[src/rtl/prio_enc_pkg.sv]
// Shared types and helpers for the sticky priority encoder.
// Optional round-robin priority is enabled by defining PRIO_ENC_RR_EN.
package prio_enc_pkg;

  typedef enum logic {
    IDLE  = 1'b0,
    GRANT = 1'b1
  } state_e;

  // Bits needed to hold the values 0..n, which is every code plus the "none" value 0.
  function automatic int clog2_plus1(input int n);
    int r;
    r = 0;
    for (int unsigned i = 0; i < 8; i++) begin
      if ((1 << i) < (n + 1)) r = int'(i) + 1;
    end
    return r;
  endfunction

endpackage

[src/rtl/prio_enc_select.sv]
// Combinational search for the highest-priority pending request.
// With PRIO_ENC_RR_EN the search rotates below the last-granted index.
module prio_enc_select
  import prio_enc_pkg::*;
#(
  parameter int N  = 9,
  parameter int CW = clog2_plus1(N)
) (
  input  logic [N-1:0]  pending_i,
`ifdef PRIO_ENC_RR_EN
  input  logic [CW-1:0] rr_i,
`endif
  output logic [CW-1:0] sel_o,
  output logic          any_o
);

`ifdef PRIO_ENC_RR_EN
  logic [CW-1:0] start;
  logic [CW-1:0] hi;
  logic [CW-1:0] lo;
  logic          lo_any;

  // A downward search from start with wrap is the highest set bit at or below start,
  // or failing that the highest set bit overall.
  always_comb begin
    start  = (rr_i == '0) ? CW'(N - 1) : rr_i - CW'(1);
    hi     = '0;
    lo     = '0;
    lo_any = 1'b0;
    any_o  = 1'b0;
    for (int unsigned i = 0; i < N; i++) begin
      if (pending_i[i]) begin
        any_o = 1'b1;
        hi    = CW'(i);
        if (CW'(i) <= start) begin
          lo_any = 1'b1;
          lo     = CW'(i);
        end
      end
    end
    sel_o = lo_any ? lo : hi;
  end
`else
  always_comb begin
    sel_o = '0;
    any_o = 1'b0;
    for (int unsigned i = 0; i < N; i++) begin
      if (pending_i[i]) begin
        any_o = 1'b1;
        sel_o = CW'(i);
      end
    end
  end
`endif

endmodule

[src/rtl/priority_encoder_sticky.sv]
// Registered sticky priority encoder: captures active-low requests, grants one at a time
// with a valid/ack handshake. Define PRIO_ENC_RR_EN for round-robin priority.
module priority_encoder_sticky
  import prio_enc_pkg::*;
#(
  parameter int N  = 9,
  parameter int CW = clog2_plus1(N)
) (
  input  logic          clk,
  input  logic          rst_n,
  input  logic [N-1:0]  req_n,
  input  logic          ack,
  output logic          valid,
  output logic [CW-1:0] code,
  output logic [N-1:0]  pending
);

  state_e        state_q, state_d;
  logic [N-1:0]  pending_q, pending_d;
  logic [N-1:0]  clr;
  logic [CW-1:0] sel_q, sel_d;
  logic [CW-1:0] sel_new;
  logic          any_new;
  logic          take;
`ifdef PRIO_ENC_RR_EN
  logic [CW-1:0] rr_q;
`endif

  prio_enc_select #(.N(N), .CW(CW)) u_select (
    .pending_i (pending_q),
`ifdef PRIO_ENC_RR_EN
    .rr_i      (rr_q),
`endif
    .sel_o     (sel_new),
    .any_o     (any_new)
  );

  // Set wins: a line re-asserted in its own clear cycle stays pending.
  always_comb begin
    take = (state_q == GRANT) && ack;
    clr  = '0;
    for (int unsigned i = 0; i < N; i++) begin
      clr[i] = take && (sel_q == CW'(i));
    end
    pending_d = (pending_q & ~clr) | ~req_n;
  end

  always_ff @(posedge clk or negedge rst_n) begin
    if (!rst_n) begin
      state_q   <= IDLE;
      pending_q <= '0;
      sel_q     <= '0;
    end else begin
      state_q   <= state_d;
      pending_q <= pending_d;
      sel_q     <= sel_d;
    end
  end

`ifdef PRIO_ENC_RR_EN
  always_ff @(posedge clk or negedge rst_n) begin
    if (!rst_n) begin
      rr_q <= '0;
    end else if (take) begin
      rr_q <= sel_q;
    end
  end
`endif

  // sel is loaded only from IDLE, so late requests cannot disturb a held code.
  always_comb begin
    state_d = state_q;
    sel_d   = sel_q;
    unique case (state_q)
      IDLE: begin
        if (any_new) begin
          state_d = GRANT;
          sel_d   = sel_new;
        end
      end
      GRANT: begin
        if (ack) state_d = IDLE;
      end
      default: state_d = IDLE;
    endcase
  end

  always_comb begin
    valid   = (state_q == GRANT);
    code    = valid ? (sel_q + CW'(1)) : '0;
    pending = pending_q;
  end

endmodule

[config.mk]
export PLATFORM = sky130hd
export DESIGN_NAME = priority_encoder_sticky
export DESIGN_NICKNAME = d
export VERILOG_FILES = /design/src/rtl/prio_enc_pkg.sv /design/src/rtl/prio_enc_select.sv /design/src/rtl/priority_encoder_sticky.sv
export SDC_FILE = /design/constraint.sdc
export NUM_CORES = 1
export LEC_CHECK = 0
export CORE_AREA = 8 8 50 52
export CTS_BUF_LIST = sky130_fd_sc_hd__clkbuf_2 sky130_fd_sc_hd__clkbuf_4 sky130_fd_sc_hd__clkbuf_8
export DETAILED_ROUTE_END_ITERATION = 10
export DIE_AREA = 0 0 58 60
export GPL_TIMING_DRIVEN = 0
export PLACE_DENSITY = 0.84
export SYNTH_ARGS = -nofsm -noshare
export SYNTH_HDL_FRONTEND = slang
export SYNTH_SLANG_ARGS = --single-unit
[constraint.sdc]
create_clock -name clk -period 1.9 [get_ports clk]
set_clock_uncertainty 0.05 [all_clocks]
set_input_delay 0.475 -clock clk [delete_from_list [all_inputs] [get_ports clk]]
set_output_delay 0.475 -clock clk [all_outputs]
set_load 0.1 [all_outputs]
==> metrics.csv <==
stage;metric;value;unit
timing;Slew HR;0.580;
cells_and_area;FILL cells;138;
drt;via count;695;
drt;Routed Antenna Nets;0;
synth;leading area contributor after synthesis;dfrtp_1;
run;max_cap viols;0;
critical_path;worst r2r dst;sel_q[3];
synth;register area share after synthesis;0.467;
min_path;Hold Path End;pending[2];
floorplan;I/O pins;26;
synth;post-synthesis compound-gate area fraction;0.108;
global_route;vias in the first global route;741;
cells_and_area;commonest non-fill, non-tap cell in the layout;nand2_1;
global_route;largest net degree at the start of global routing;15;
cells_and_area;multi-input logic area;440;µm²
floorplan;initial cell density of the core;0.417;
cells_and_area;Area Overhead vs Synth;61.7;%
status;failing checks;setup timing;
cells_and_area;antenna diode instance count;0;
critical_path;cell family with most CP delay;flip-flops;
clocking;clk sinks;14;
synth;Adder-Cell Fraction of Synth Area;0.0667;
floorplan;Die Span Y;60;µm
timing;RSZ-0062 raised after global routing;yes;
synth;Synth area leaders;dfrtp_1, nand2_1, ha_1;
clocking;CTS tree;built;
timing;Period minus WS final;1.99;ns
clocking;H-tree depth;1;
critical_path;crit-path max FO;4;
global_route;antenna violations before repair;0;
timing;final setup vio count;3;
synth;FF+latch count, synth;14;
power_and_ir_drop;power per cell area;890;nW/µm²
place;Port Buffers;25;
synth;Syn Nets;95;
power_and_ir_drop;worst vdd ir;675;µV
clocking;clock root buffer;clkbuf_4;
synth;synthesized-area fraction occupied by and/or/nand/nor cells;0.278;
critical_path;CP peak stage delay;0.44;ns
place;Routability Congestion;0.777;
drt;final WL;2280;µm
timing;Hold Vio Cnt, Final;0;
critical_path;Critical Path AT;1.46;ns
drt;Iter 0 DRT Violations;24;
global_route;first-pass GRT wire length;3540;µm
place;dpl hpwl;1530;µm
cells_and_area;layout cells sized above 1;0.381;
timing;Worst Tran Pin Value;0.628;ns
critical_path;R2R setup slack;0.35;ns
timing;fin. max-slew vios;0;
critical_path;worst path buffer plus inverter count;3;
synth;Mapped Cells;79;
critical_path;worst endpoint required time;1.37;ns
clocking;cts bufs inserted;3;
drt;DR DRC count;0;
min_path;Worst Hold Depth;2;
critical_path;CP max stage cell;dfrtp_2;
floorplan;Core ar.;1800;µm²
floorplan;Chip Width;58;µm
synth;Synth top area share;0.467;
critical_path;Worst R2R Path Depth;3;
floorplan;row count;16;
critical_path;worst reg2reg startpoint;pending[5];
synth;post-synth cell types;23;
critical_path;critical setup path kind;reg -> out;
global_route;aggregate global-route resource usage;0.134;
clocking;Clock transition at path regs;0.09;ns
critical_path;CP Capture Type;primary output;
critical_path;CP Launch Type;flop;
cells_and_area;Final Cell Area;1210;µm²
status;outcome;complete, but fails checks;
min_path;worst hold start;pending[2];
power_and_ir_drop;Leak;0.541;nW
cells_and_area;most frequent cells in the layout;nand2_1, clkdlybuf4s50_1, dfrtp_1;
floorplan;DIE AREA;3480;µm²
drt;drt via density;5.31;
place;Area after DPL;1040;µm²
timing;Final Hold Slack;0.493;ns
clocking;Max Buffers Root-to-Sink;2;
synth;mux contribution to synthesized area;0.0200;
drt;wire per inst;17.4;µm
timing;Final period util;1.05;
synth;largest family of logic cells by synthesized area;simple AND/OR/NAND/NOR gates;
synth;synth warn;0;
cells_and_area;FF/Latch Area;359;µm²
cells_and_area;Non-Filler Instances;131;
timing;maximum clock frequency;503;MHz
min_path;HP Class;reg -> reg;
synth;Cell Area, Synth;751;µm²
place;placed insts;122;
cells_and_area;Final #Nets;130;
drt;DRT Pass-1 Iters;4;
global_route;GR Overflow Total;0;
clocking;clock latency on the worst-skew pair;0.28;ns
critical_path;crit-path cells;buf_4 -> inv_4 -> ha_4 -> and2_4 -> buf_12;
timing;crit path setup slack, layout;-0.0889;ns
synth;synthesized area per cell;9.50;µm²
synth;Synth Area in XOR/XNOR;0.0233;
## tightest hold or removal path, cell delays in order, from the launching register on
cell	delay, ns
dfrtp_1	0.40
nand2_1	0.06
nand2_1	0.05
## kinds of logic after synthesis
kind of cell               Yosys count
muxes                                1
and+or+nand+nor                     41
adders and majority gates            4
xor gates and xnor gates             2
AOI/OAI and AO/OA                   11
buffers and inverters                6
DFF                                 14
## layer usage
layer / GRT usage / part of all wire
met5: 0 / 0
met4: 0.0594 / 0.0062
met3: 0.0344 / 0.056
met2: 0.223 / 0.52
met1: 0.158 / 0.42
## where the power goes
part	total (W)	internal [W]	leakage (nW)	switching [W]
Combinational	0.000490	0.000199	0.385	0.000291
Sequential	0.000373	0.000324	0.135	0.0000486
Clock	0.000218	0.000116	0.0210	0.000102
Total	0.00108	0.000639	0.541	0.000441
## cells in the mapped netlist
library cell / instances
a21oi_1: 3
a31o_4: 1
and2_1: 3
and4b_1: 1
and4bb_1: 1
buf_2: 1
buf_4: 1
dfrtp_1: 14
ha_1: 4
inv_1: 4
mux2_4: 1
nand2_1: 24
nand2b_1: 2
nand3_1: 3
nor2_1: 2
nor2b_1: 1
nor3_1: 3
nor4_4: 1
o21ai_1: 2
o31a_1: 1
o31ai_1: 4
xnor2_1: 1
xor2_1: 1
## state kept, by name (all words and copies together), names as in the netlist
| register | cells |
|---|---|
| sel_q | 4 |
| pending | 9 |
| valid | 1 |
## per-stage QoR
step	power [W]	TNS (ns)	util	worst slack, ns
3_3_place_gp	0.000732	-4.53	0.577	-0.758
6_report	0.00108	-0.192	0.674	-0.0889
5_1_grt	0.00112	-0.323	0.674	-0.126
4_1_cts	0.00102	-0.249	0.634	-0.123
2_1_floorplan	0.000636	0	-	0.00154
3_5_place_dp	0.000743	-4.76	0.577	-0.777
## layout make-up
class	instances	share of cell area
tap	18	0.0186
buffer	2	0.0124
timing repair buffer	30	0.266
multi-input combinational	59	0.363
sequential	14	0.296
clock buffer	4	0.0299
inverter	4	0.0144
## how the worst max path moves through the flow
stage          cells after the start  slack (ns)      from       to
2_1_floorplan                      2       0.002     valid  code[0]
3_3_place_gp                       4       -0.76  sel_q[0]  code[2]
3_5_place_dp                       4       -0.78  sel_q[0]  code[2]
4_1_cts                            4       -0.12  sel_q[0]  code[2]
5_1_grt                            4       -0.13  sel_q[1]  code[2]
6_report                           5       -0.09  sel_q[1]  code[1]
## what timing repair did
action | in CTS | in global routing
setup endpoints to repair | 14 | 7
hold endpoints to repair | 0 | 0
gates resized for setup | 71 | 19
buffers inserted | 4 | 1
hold buffers | 0 | 0
pin swaps | 0 | 1
(Power assumes the default switching activity.)
